`config.mk`:
```
export PLATFORM = sky130hd
export DESIGN_NAME = drg_sweep_ctrl_flat
export DESIGN_NICKNAME = d
export VERILOG_FILES = /design/src/rtl/dds_ctrl_pkg.sv /design/src/rtl/drg_sweep_ctrl_if.sv /design/src/rtl/drg_channel.sv /design/src/rtl/drg_sweep_ctrl.sv /design/src/flat_wrapper.sv
export SDC_FILE = /design/constraint.sdc
export NUM_CORES = 2
export LEC_CHECK = 0
export CORE_MARGIN = 4
export CORE_UTILIZATION = 55
export CTS_CLUSTER_DIAMETER = 60
export DETAILED_ROUTE_END_ITERATION = 10
export HOLD_SLACK_MARGIN = 0.02
export PLACE_DENSITY = 0.8
export SETUP_SLACK_MARGIN = 0.15
export SYNTH_ARGS = -nofsm -noshare
export SYNTH_HDL_FRONTEND = slang
export SYNTH_SLANG_ARGS = --single-unit
```
`constraint.sdc`:
```
create_clock -name clk -period 13 [get_ports clk]
set_input_delay 3.9 -clock clk [delete_from_list [all_inputs] [get_ports clk]]
set_output_delay 3.9 -clock clk [all_outputs]
set_load 0.02 [all_outputs]
```
`src/rtl/dds_ctrl_pkg.sv`:
```
// Shared DDS control definitions: data width, mode encodings, sweep FSM states.
// Contents:
//   DW              - width of every DDS word and configuration register
//   mode_e          - mode[1:0] encodings (3 is not listed and behaves as direct)
//   state_e         - sweep controller states
//   mode_is_sweep() - true for the single and continuous sweep modes
package dds_ctrl_pkg;

    localparam int unsigned DW = 32;

    typedef enum logic [1:0] {
        MODE_DIRECT = 2'd0,
        MODE_SINGLE = 2'd1,
        MODE_CONT   = 2'd2
    } mode_e;

    typedef enum logic [2:0] {
        IDLE   = 3'd0,
        LOAD   = 3'd1,
        DIRECT = 3'd2,
        SWEEP  = 3'd3,
        HOLD   = 3'd4
    } state_e;

    function automatic logic mode_is_sweep(input logic [1:0] sel);
        return (sel == MODE_SINGLE) || (sel == MODE_CONT);
    endfunction

endpackage

```
`src/rtl/drg_sweep_ctrl_if.sv`:
```
// Configuration / DDS output bundle of the sweep controller.
// master: configuration side (drives param_wen, mode, direct words, ramp
//         start/end/step per channel; receives fword/pword/amp, strobes, busy)
// slave : the sweep controller itself.
interface drg_sweep_ctrl_if;
    import dds_ctrl_pkg::*;

    logic          param_wen;
    logic [DW-1:0] mode;
    logic [DW-1:0] direct_fword;
    logic [DW-1:0] direct_pword;
    logic [DW-1:0] direct_amp;
    logic [DW-1:0] drg_f_start;
    logic [DW-1:0] drg_f_end;
    logic [DW-1:0] drg_f_step;
    logic [DW-1:0] drg_p_start;
    logic [DW-1:0] drg_p_end;
    logic [DW-1:0] drg_p_step;
    logic [DW-1:0] drg_a_start;
    logic [DW-1:0] drg_a_end;
    logic [DW-1:0] drg_a_step;
    logic [DW-1:0] fword;
    logic [DW-1:0] pword;
    logic [DW-1:0] amp;
    logic          dds_upd;
    logic          sweep_done;
    logic          busy;

    modport master (
        output param_wen, mode, direct_fword, direct_pword, direct_amp,
               drg_f_start, drg_f_end, drg_f_step,
               drg_p_start, drg_p_end, drg_p_step,
               drg_a_start, drg_a_end, drg_a_step,
        input  fword, pword, amp, dds_upd, sweep_done, busy
    );

    modport slave (
        input  param_wen, mode, direct_fword, direct_pword, direct_amp,
               drg_f_start, drg_f_end, drg_f_step,
               drg_p_start, drg_p_end, drg_p_step,
               drg_a_start, drg_a_end, drg_a_step,
        output fword, pword, amp, dds_upd, sweep_done, busy
    );

endinterface

```
`src/rtl/drg_channel.sv`:
```
// One ramp channel: start/end/step shadow registers, current value register,
// saturating 33-bit step and done flags.
// Ports:
//   clk, rstn     - clock, synchronous active-low reset
//   load_i        - capture start/end/step shadows, cur <= start_i
//   step_i        - advance cur by one step unless already done
//   reload_i      - cur <= shadowed start (continuous sweep restart)
//   start_i/end_i/step_val_i - live ramp configuration
//   cur_d_c       - value cur takes at the next edge
//   done_c        - channel is done with its current value
//   nxt_done_c    - channel will be done after this edge (non-load edges)
//   ld_done_c     - channel would be done right after a load of the live inputs
module drg_channel import dds_ctrl_pkg::*; (
    input  logic          clk,
    input  logic          rstn,
    input  logic          load_i,
    input  logic          step_i,
    input  logic          reload_i,
    input  logic [DW-1:0] start_i,
    input  logic [DW-1:0] end_i,
    input  logic [DW-1:0] step_val_i,
    output logic [DW-1:0] cur_d_c,
    output logic          done_c,
    output logic          nxt_done_c,
    output logic          ld_done_c
);

    logic [DW-1:0] start_q;
    logic [DW-1:0] end_q;
    logic [DW-1:0] step_q;
    logic [DW-1:0] cur_q;
    logic [DW-1:0] cur_d;
    logic [DW:0]   sum_c;

    assign done_c     = (step_q == '0) || (cur_q >= end_q);
    assign nxt_done_c = (step_q == '0) || (cur_d >= end_q);
    assign ld_done_c  = (step_val_i == '0) || (start_i >= end_i);
    assign cur_d_c    = cur_d;

    // Next value: the carry bit makes the end-clamp cover overflow as well.
    always_comb begin
        sum_c = {1'b0, cur_q} + {1'b0, step_q};
        cur_d = cur_q;
        if (load_i) begin
            cur_d = start_i;
        end else if (reload_i) begin
            cur_d = start_q;
        end else if (step_i && !done_c) begin
            if (sum_c[DW] || (sum_c[DW-1:0] >= end_q)) begin
                cur_d = end_q;
            end else begin
                cur_d = sum_c[DW-1:0];
            end
        end
    end

    always_ff @(posedge clk) begin
        if (!rstn) begin
            start_q <= '0;
            end_q   <= '0;
            step_q  <= '0;
            cur_q   <= '0;
        end else begin
            if (load_i) begin
                start_q <= start_i;
                end_q   <= end_i;
                step_q  <= step_val_i;
            end
            cur_q <= cur_d;
        end
    end

endmodule

```
`src/rtl/drg_sweep_ctrl.sv`:
```
// DDS digital-ramp sweep controller: direct/single/continuous sweep of the
// frequency, phase and amplitude words with a programmable dwell per step.
// Ports:
//   clk, rstn - clock, synchronous active-low reset
//   bus       - drg_sweep_ctrl_if.slave (config in, DDS words + strobes out)
// Parameter DWELL_CYCLES: clocks between sweep steps (1 .. 2^32-1).
module drg_sweep_ctrl import dds_ctrl_pkg::*; #(
    parameter int unsigned DWELL_CYCLES = 50000
) (
    input  logic            clk,
    input  logic            rstn,
    drg_sweep_ctrl_if.slave bus
);

    localparam logic [DW-1:0] DWELL_LAST = DW'(DWELL_CYCLES - 1);

    state_e        state_q;
    logic          wen_q;
    logic          cont_q;
    logic [DW-1:0] dwell_q;
    logic [DW-1:0] fword_q;
    logic [DW-1:0] pword_q;
    logic [DW-1:0] amp_q;
    logic          dds_upd_q;
    logic          sweep_done_q;
    logic          busy_q;

    logic          tc_c;
    logic          sweep_tc_c;
    logic [2:0]    done_c;
    logic [2:0]    nxt_done_c;
    logic [2:0]    ld_done_c;
    logic          all_done_c;
    logic          all_nxt_done_c;
    logic          all_ld_done_c;
    logic [DW-1:0] f_cur_d;
    logic [DW-1:0] p_cur_d;
    logic [DW-1:0] a_cur_d;
    logic          mode_unused_c;

    assign mode_unused_c  = ^bus.mode[DW-1:2];
    assign tc_c           = (dwell_q == DWELL_LAST);
    // A new param_wen aborts the step that would otherwise happen on this edge.
    assign sweep_tc_c     = (state_q == SWEEP) && tc_c && !bus.param_wen;
    assign all_done_c     = &done_c;
    assign all_nxt_done_c = &nxt_done_c;
    assign all_ld_done_c  = &ld_done_c;

    drg_channel u_ch_f (
        .clk(clk), .rstn(rstn),
        .load_i(wen_q), .step_i(sweep_tc_c && !all_done_c), .reload_i(sweep_tc_c && all_done_c),
        .start_i(bus.drg_f_start), .end_i(bus.drg_f_end), .step_val_i(bus.drg_f_step),
        .cur_d_c(f_cur_d), .done_c(done_c[0]), .nxt_done_c(nxt_done_c[0]), .ld_done_c(ld_done_c[0])
    );

    drg_channel u_ch_p (
        .clk(clk), .rstn(rstn),
        .load_i(wen_q), .step_i(sweep_tc_c && !all_done_c), .reload_i(sweep_tc_c && all_done_c),
        .start_i(bus.drg_p_start), .end_i(bus.drg_p_end), .step_val_i(bus.drg_p_step),
        .cur_d_c(p_cur_d), .done_c(done_c[1]), .nxt_done_c(nxt_done_c[1]), .ld_done_c(ld_done_c[1])
    );

    drg_channel u_ch_a (
        .clk(clk), .rstn(rstn),
        .load_i(wen_q), .step_i(sweep_tc_c && !all_done_c), .reload_i(sweep_tc_c && all_done_c),
        .start_i(bus.drg_a_start), .end_i(bus.drg_a_end), .step_val_i(bus.drg_a_step),
        .cur_d_c(a_cur_d), .done_c(done_c[2]), .nxt_done_c(nxt_done_c[2]), .ld_done_c(ld_done_c[2])
    );

    // Controller FSM; state LOAD always coincides with wen_q being set.
    always_ff @(posedge clk) begin
        if (!rstn) begin
            state_q      <= IDLE;
            wen_q        <= 1'b0;
            cont_q       <= 1'b0;
            dwell_q      <= '0;
            fword_q      <= '0;
            pword_q      <= '0;
            amp_q        <= '0;
            dds_upd_q    <= 1'b0;
            sweep_done_q <= 1'b0;
            busy_q       <= 1'b0;
        end else begin
            wen_q        <= bus.param_wen;
            dds_upd_q    <= 1'b0;
            sweep_done_q <= 1'b0;
            if (wen_q) begin
                // LOAD always completes; a param_wen seen now queues another LOAD.
                dwell_q   <= '0;
                dds_upd_q <= 1'b1;
                cont_q    <= (bus.mode[1:0] == MODE_CONT);
                if (mode_is_sweep(bus.mode[1:0])) begin
                    fword_q      <= f_cur_d;
                    pword_q      <= p_cur_d;
                    amp_q        <= a_cur_d;
                    sweep_done_q <= all_ld_done_c;
                    if (bus.param_wen) begin
                        state_q <= LOAD;
                        busy_q  <= 1'b1;
                    end else if (all_ld_done_c) begin
                        state_q <= HOLD;
                        busy_q  <= 1'b0;
                    end else begin
                        state_q <= SWEEP;
                        busy_q  <= 1'b1;
                    end
                end else begin
                    fword_q <= bus.direct_fword;
                    pword_q <= bus.direct_pword;
                    amp_q   <= bus.direct_amp;
                    state_q <= bus.param_wen ? LOAD : DIRECT;
                    busy_q  <= bus.param_wen;
                end
            end else if (bus.param_wen) begin
                state_q <= LOAD;
                busy_q  <= 1'b1;
                dwell_q <= '0;
            end else if (state_q == SWEEP) begin
                if (tc_c) begin
                    dwell_q   <= '0;
                    dds_upd_q <= 1'b1;
                    fword_q   <= f_cur_d;
                    pword_q   <= p_cur_d;
                    amp_q     <= a_cur_d;
                    // End of a pass: only after a real step, not after a reload.
                    if (!all_done_c && all_nxt_done_c) begin
                        sweep_done_q <= 1'b1;
                        if (!cont_q) begin
                            state_q <= HOLD;
                            busy_q  <= 1'b0;
                        end
                    end
                end else begin
                    dwell_q <= dwell_q + DW'(1);
                end
            end
        end
    end

    assign bus.fword      = fword_q;
    assign bus.pword      = pword_q;
    assign bus.amp        = amp_q;
    assign bus.dds_upd    = dds_upd_q;
    assign bus.sweep_done = sweep_done_q;
    assign bus.busy       = busy_q;

endmodule
```
`src/flat_wrapper.sv`:
```
// flat-port wrapper written by rule: the top's interface ports become plain ports
module drg_sweep_ctrl_flat import dds_ctrl_pkg::*;
#(
    parameter int unsigned DWELL_CYCLES = 50000
)
  (clk, rstn, bus_param_wen, bus_mode, bus_direct_fword, bus_direct_pword, bus_direct_amp, bus_drg_f_start, bus_drg_f_end, bus_drg_f_step, bus_drg_p_start, bus_drg_p_end, bus_drg_p_step, bus_drg_a_start, bus_drg_a_end, bus_drg_a_step, bus_fword, bus_pword, bus_amp, bus_dds_upd, bus_sweep_done, bus_busy);
  drg_sweep_ctrl_if bus_i ();
  input  logic clk;
  input  logic rstn;
  input wire logic [$bits(bus_i.param_wen)-1:0] bus_param_wen;
  input wire logic [$bits(bus_i.mode)-1:0] bus_mode;
  input wire logic [$bits(bus_i.direct_fword)-1:0] bus_direct_fword;
  input wire logic [$bits(bus_i.direct_pword)-1:0] bus_direct_pword;
  input wire logic [$bits(bus_i.direct_amp)-1:0] bus_direct_amp;
  input wire logic [$bits(bus_i.drg_f_start)-1:0] bus_drg_f_start;
  input wire logic [$bits(bus_i.drg_f_end)-1:0] bus_drg_f_end;
  input wire logic [$bits(bus_i.drg_f_step)-1:0] bus_drg_f_step;
  input wire logic [$bits(bus_i.drg_p_start)-1:0] bus_drg_p_start;
  input wire logic [$bits(bus_i.drg_p_end)-1:0] bus_drg_p_end;
  input wire logic [$bits(bus_i.drg_p_step)-1:0] bus_drg_p_step;
  input wire logic [$bits(bus_i.drg_a_start)-1:0] bus_drg_a_start;
  input wire logic [$bits(bus_i.drg_a_end)-1:0] bus_drg_a_end;
  input wire logic [$bits(bus_i.drg_a_step)-1:0] bus_drg_a_step;
  output wire logic [$bits(bus_i.fword)-1:0] bus_fword;
  output wire logic [$bits(bus_i.pword)-1:0] bus_pword;
  output wire logic [$bits(bus_i.amp)-1:0] bus_amp;
  output wire logic [$bits(bus_i.dds_upd)-1:0] bus_dds_upd;
  output wire logic [$bits(bus_i.sweep_done)-1:0] bus_sweep_done;
  output wire logic [$bits(bus_i.busy)-1:0] bus_busy;
  assign bus_i.param_wen = bus_param_wen;
  assign bus_i.mode = bus_mode;
  assign bus_i.direct_fword = bus_direct_fword;
  assign bus_i.direct_pword = bus_direct_pword;
  assign bus_i.direct_amp = bus_direct_amp;
  assign bus_i.drg_f_start = bus_drg_f_start;
  assign bus_i.drg_f_end = bus_drg_f_end;
  assign bus_i.drg_f_step = bus_drg_f_step;
  assign bus_i.drg_p_start = bus_drg_p_start;
  assign bus_i.drg_p_end = bus_drg_p_end;
  assign bus_i.drg_p_step = bus_drg_p_step;
  assign bus_i.drg_a_start = bus_drg_a_start;
  assign bus_i.drg_a_end = bus_drg_a_end;
  assign bus_i.drg_a_step = bus_drg_a_step;
  assign bus_fword = bus_i.fword;
  assign bus_pword = bus_i.pword;
  assign bus_amp = bus_i.amp;
  assign bus_dds_upd = bus_i.dds_upd;
  assign bus_sweep_done = bus_i.sweep_done;
  assign bus_busy = bus_i.busy;
  drg_sweep_ctrl #(.DWELL_CYCLES(DWELL_CYCLES)) u_core (.clk(clk), .rstn(rstn), .bus(bus_i));
endmodule
```
---- Word level (Yosys, flattened, before mapping) ----
Cells that the tools add are included.
operators by class
  equality and inequality tests ........... 6
  reductions and logical operators ........ 43
  bitwise logic cells ..................... 1
  multiplexer cells ....................... 57
  add/subtract/negate cells ............... 4
  $lt $le $gt $ge ......................... 12
operator list
  kind                   number
  $mux 32                28
  $ge 32x32->1           12
  $logic_not 32->1       6
  $add 32x32->33         3
  $add 32x1->32 const B  1
  $eq 32x16->1 const B   1
  $mux 3                 9
  $mux 1                 19
  $logic_or 1x1->1       13
  $reduce_and 3->1       4
  $reduce_bool 3->1      3
  $logic_and 1x1->1      8
  $logic_not 1->1        5
  $reduce_and 4->1       1
  $reduce_bool 2->1      2
  $eq 3x2->1 const B     1
  $ne 3x2->1 const B     1
  $reduce_or 3->1        1
  $eq 2x1->1 const B     1
  $eq 2x2->1 const B     1
  $mux 2                 1
  $ne 2x1->1 const B     1
  $not 1->1              1
word-level totals
  input bits .............................. 419
  output and inout port bits .............. 99
  register bits ........................... 520

---- Logic depth before layout (Yosys ltp) ----
  depth after elaboration ................. 18
  mapped depth ............................ 32

---- Cells and area by module ----
Synthesis repeated with hierarchy kept, for this count alone.
second synthesis, totals
  cell total of the unflattened synthesis .. 4,679
  area total of the unflattened synthesis .. 37,807.5 sq um
by module, submodules not included
  module                            seq. area each (sq um)  cells an instance  instances  area each (sq um)
  drg_channel at u_core.u_ch_f ...  2,562.5                 1,272              2          10,276.1
  drg_channel at u_core.u_ch_a      2,562.5                 1,366              1          10,901.7
  drg_sweep_ctrl                    2,702.6                 769                1          6,353.6

---- Worst setup path after synthesis ----
Ideal clock, no wire load.
  kind .................................... input port to flip-flop
  from .................................... input port bus_param_wen
  to ...................................... register u_core.state_q[2]
  path slack .............................. 5.179 ns
  arrival time ............................ 7.705 ns
  stages .................................. 20
  library setup time ...................... 0.116 ns
  path through ............................ or4_1 -> nor3_1 -> nand2_1 -> clkbuf_1 -> a211oi_2 -> clkbuf_1 -> nor2_1 -> nor2_1 -> nand2_1 -> a21oi_1 -> ha_1 -> a21o_1 -> a21o_1 -> a221oi_1 -> o21ai_0 -> a211oi_1 -> nor3b_1 -> o311ai_0 -> nor3_1 -> o211a_1
on the way
  longest elaborated chain between the ends .. 13
RTL lines
  element                                 RTL line               source
  start, declared                         flat_wrapper.sv:10     input wire logic [$bits(bus_i.param_wen)-1:0] bus_param_wen;
  $logic_not 1->1 (*)                     drg_sweep_ctrl.sv:44   assign sweep_tc_c = (state_q == SWEEP) && tc_c && !bus.param_wen;
  $logic_and 1x1->1 (*)                   drg_sweep_ctrl.sv:44
  $logic_and 1x1->1                       drg_sweep_ctrl.sv:58   .load_i(wen_q), .step_i(sweep_tc_c && !all_done_c), .reload_i(sweep_tc_c && all_done_c),
  $logic_and 1x1->1                       drg_channel.sv:48      end else if (step_i && !done_c) begin
  $mux 32                                 drg_channel.sv:48
  $mux 32 (*)                             drg_channel.sv:46      end else if (reload_i) begin
  $mux 32 (*)                             drg_channel.sv:44      if (load_i) begin
  named net u_core.p_cur_d[5]             drg_sweep_ctrl.sv:37   logic [DW-1:0] p_cur_d;
  $ge 32x32->1 (*)                        drg_channel.sv:36      assign nxt_done_c = (step_q == '0) || (cur_d >= end_q);
  $logic_or 1x1->1 (*)                    drg_channel.sv:36
  $reduce_and 3->1 (*)                    drg_sweep_ctrl.sv:46   assign all_nxt_done_c = &nxt_done_c;
  $logic_and 1x1->1 (*)                   drg_sweep_ctrl.sv:126  if (!all_done_c && all_nxt_done_c) begin
  $reduce_bool 3->1 (no source line) (*)  --
  $reduce_and 4->1 (no source line) (*)   --
  end signal, assigned                    drg_sweep_ctrl.sv:111  state_q <= bus.param_wen ? LOAD : DIRECT;
  end, declared                           drg_sweep_ctrl.sv:17   state_e state_q;
Mark *: on every way through the listed nets, which the timed path passes. The rest lies on a longest branch.
A chain may end at the register's enable or synchronous reset.

---- Worst setup path after layout ----
  from .................................... register u_core.u_ch_p.step_q[0]
  to ...................................... register u_core.state_q[2]
on the way
  longest elaborated chain between the ends .. 15
RTL lines
  element                                                  RTL line               source
  start, declared                                          drg_channel.sv:30      logic [DW-1:0] step_q;
  start signal, assigned                                   drg_channel.sv:67      step_q <= step_val_i;
  branches (longest 12 deep; another with $add 32x32->33)  --
  $logic_and 1x1->1 (*)                                    drg_sweep_ctrl.sv:126
  $reduce_bool 3->1 (no source line) (*)                   --
  $reduce_and 4->1 (no source line) (*)                    --
Every way passes the cells marked *.

==> flow_metrics.env <==
export IMPL_grt_pass1_wl_um=223000
export IMPL_cts_setup_buffers=0
export IMPL_synth_edf_count=0
export IMPL_syn_inst=4820
export IMPL_power_frac_clock_pct=36.7
export IMPL_synth_avg_cell_area_um2=8.14
export IMPL_final_area_um2=46900
export IMPL_finalCritPeriodShare_pct=74.5
export IMPL_finalSetupViolCount=0
export IMPL_clk_latency_ns=0.62
export IMPL_slowest_delay_ns=0.85
export IMPL_dr_pass1_iters=8
export IMPL_synthTopCellsByArea="dfxtp_1 (26%), ha_1 (15%), mux2i_1 (10%)"
export IMPL_antenna_found_initial=5
export IMPL_crit_buf_inv=2
export IMPL_cts_buffers_inserted=66
export IMPL_rrSetupSlack_ns=3.31
export IMPL_ys_ff_latch=519
export IMPL_tns_ns=0
export IMPL_drtIter0Drc=3860
export IMPL_maxCapViolCount=0
export IMPL_synth_flop_cell="dfxtp_1"
export IMPL_clock_path_buffers=3
export IMPL_cp_start_kind="flip-flop"
export IMPL_area_growth_pct=19.4
export IMPL_hold_class="reg -> reg"
export IMPL_p_seq_share_pct=35.6
export IMPL_grt_pass1_vias=37670
export IMPL_row_count=97
export IMPL_syn_nets=5724
export IMPL_cts_root_buf="clkbuf_16"
export IMPL_combPwrFrac_pct=27.8
export IMPL_ant_nets=0
export IMPL_grt_remaining_overflow=0
export IMPL_coreArea_um2=70400
export IMPL_die_x_um=275
export IMPL_cts_sinks=519
export IMPL_ir_drop_v=0.0000978
export IMPL_leakagePower_nw=20.3
export IMPL_yosysTopAreaCell="dfxtp_1"
export IMPL_cts_tree="built"
export IMPL_cts_htree_levels=3
export IMPL_dr_total_vias=39819
export IMPL_final_hold_viol_count=0
export IMPL_clkSlewWorstSetupHoldPaths_ns=0.05
export IMPL_placed_area_um2=44800
export IMPL_io_buffers=487
export IMPL_grt_use_total_pct=37.7
export IMPL_critPathTopFamily="compound AO/OA/AOI/OAI gates"
export IMPL_hpwl_um=113000
export IMPL_fmax_mhz=103
export IMPL_outcome="finished, final reports clean"
export IMPL_p_switching_w=0.00164
export IMPL_required_ns=13.50
export IMPL_sw_frac_of_total_pct=33.1
export IMPL_synth_top_cell_area_share_pct=26.5
export IMPL_relSlewSlack_pct=18.0
export IMPL_crit_slowest_cell="o311ai_0"
export IMPL_synth_yosys_seq_area_share_pct=26.5
export IMPL_die_y_um=275
export IMPL_slew_violations=0
export IMPL_finalWirelength_um=150000
export IMPL_layout_drive_gt1_share_pct=4.99
export IMPL_arrival_ns=10.19
export IMPL_worst_pin_slew_ns=1.23
export IMPL_final_net_count=6071
export IMPL_io_pin_count=518
export IMPL_cp_end_kind="flip-flop"
export IMPL_worstSetupPathType="reg -> reg"
export IMPL_drc_errors=0
export IMPL_yosysMostFrequentCell="nor2_1"
export IMPL_netlist_area_um2=39200
export IMPL_path_max_fanout=17
export IMPL_finalClockSkew_ns=0.0317
export IMPL_hold_buffers=0
export IMPL_async_reset_ff_share_pct=0
export IMPL_finalCriticalPeriod_ns=9.69
export IMPL_power_density_nw_per_um2=106
export IMPL_post_drt_wl_per_cell_um=24.3
export IMPL_cts_resized=0
export IMPL_grt_max_degree=127
export IMPL_ys_top_cells_by_count="nor2_1 (636), dfxtp_1 (519), ha_1 (482)"
export IMPL_yosysWarningCount=0
export IMPL_initial_core_util_pct=55.7
export IMPL_cell_internal_pwr_w=0.00331
export IMPL_avgViaCountPerCell=6.47
export IMPL_yosysUniqueCellTypes=90
export IMPL_die_area_um2=75700
export IMPL_gp_congestion=1.02
export IMPL_rsz0062_at_grt="no"
cells in the final DEF (no fill, tap or decap), drive strengths merged, types with 54 or more instances in the layout:
cell,Yosys,final
a211oi,113,113
a21o,142,142
a21oi,398,398
clkbuf,195,87
clkdlybuf4s50,0,486
dfxtp,519,519
ha,482,482
inv,245,252
mux2i,408,408
nand2,300,300
nand3,69,69
nand4,103,103
nor2,636,636
nor3,60,60
nor4,72,72
o211ai,54,54
o21ai,220,220
xnor2,55,55
power groups by stage:
| stage | Clock [W] | Sequential (W) | Combinational (W) |
|---|---|---|---|
| global placement | 0 | 0.00179 | 0.00131 |
| floorplan | 0 | 0.00177 | 0.000842 |
| CTS | 0.00183 | 0.00176 | 0.00135 |
| global route | 0.00189 | 0.00177 | 0.00148 |
| finish | 0.00182 | 0.00176 | 0.00138 |
| detailed placement | 0 | 0.00179 | 0.00134 |
worst register-to-register path: cells and delay by family, from the launching register on:
family / cells / cell delay (ns)
AOI/OAI and AO/OA: 13 / 4.44
and+or+nand+nor: 9 / 2.41
adders and majority gates: 4 / 1.25
buffers and inverters: 2 / 0.52
DFF: 1 / 0.34
xor gates and xnor gates: 1 / 0.32
muxes: 1 / 0.32
sequential cells by signal, indices dropped and copies added, names as in the netlist, 2 cells and up:
signal                 cells
u_core.u_ch_p.end_q       32
u_core.u_ch_a.step_q      32
u_core.u_ch_f.end_q       32
u_core.u_ch_p.cur_q       32
u_core.u_ch_f.step_q      32
u_core.u_ch_f.start_q     32
u_core.u_ch_p.step_q      32
u_core.bus.pword          32
u_core.u_ch_p.start_q     32
u_core.bus.amp            32
u_core.u_ch_a.end_q       32
u_core.u_ch_a.start_q     32
u_core.state_q             2
u_core.bus.fword          32
u_core.u_ch_a.cur_q       32
u_core.u_ch_f.cur_q       32
u_core.dwell_q            32
worst paths after layout:
path | start | endpoint | depth (start not counted)
worst max-delay path | u_core.u_ch_p.step_q[0]$_SDFFE_PN0P_ | u_core.state_q[2]$_SDFFE_PN0P_ | 30
worst min register to register | u_core.bus.pword[27]$_SDFFE_PN0P_ | u_core.bus.pword[27]$_SDFFE_PN0P_ | 2
worst max register to register | u_core.u_ch_p.step_q[0]$_SDFFE_PN0P_ | u_core.state_q[2]$_SDFFE_PN0P_ | 30
worst min-delay path | u_core.bus.pword[27]$_SDFFE_PN0P_ | u_core.bus.pword[27]$_SDFFE_PN0P_ | 2
metrics by stage:
| stage | worst slack [ns] | util (%) | hold slack [ns] | power (W) | instances |
|---|---|---|---|---|---|
| CTS | 3.51 | 66.6 | 0.464 | 0.00493 | 6153 |
| floorplan | 5.18 | - | 0.436 | 0.00261 | 4820 |
| detailed placement | 2.91 | 63.6 | 0.454 | 0.00312 | 6039 |
| global placement | 2.95 | 63.6 | 0.447 | 0.00310 | 6039 |
| finish | 3.31 | 66.6 | 0.464 | 0.00495 | 6157 |
| global route | 2.73 | 66.6 | 0.474 | 0.00514 | 6156 |
logic make-up after synthesis:
kind of cell	share of synthesized area (%)
flip-flops	26.5
AND/OR/NAND/NOR	16.6
multiplexers	10.9
adder cells (fa/ha/maj)	15.5
XOR/XNOR	2.21
AO/OA/AOI/OAI	23.4
buffers and inverters	4.91
per-layer routing:
| metal | up-vias | share of wire (%) | GRT usage, % |
|---|---|---|---|
| met2 | 1979 | 44 | 59.9 |
| met4 | 4 | 5.2 | 17.9 |
| met1 | 18911 | 42 | 50.0 |
| met3 | 399 | 9.0 | 6.11 |
| met5 | - | 0.018 | 0 |
| li1 | 18526 | - | - |
final cells by class:
| class | instances | area [µm²] |
|---|---|---|
| Inverter | 245 | 932 |
| Clock buffer | 87 | 1800 |
| Multi-Input combinational cell | 3799 | 27000 |
| Sequential cell | 519 | 10400 |
| Tap cell | 940 | 1180 |
| Timing Repair Buffer | 536 | 5250 |
| Antenna cell | 4 | 10.0 |
| Fill cell | 6014 | 23500 |
| Clock inverter | 27 | 282 |
Note: power is estimated with default switching activity, not from simulation.
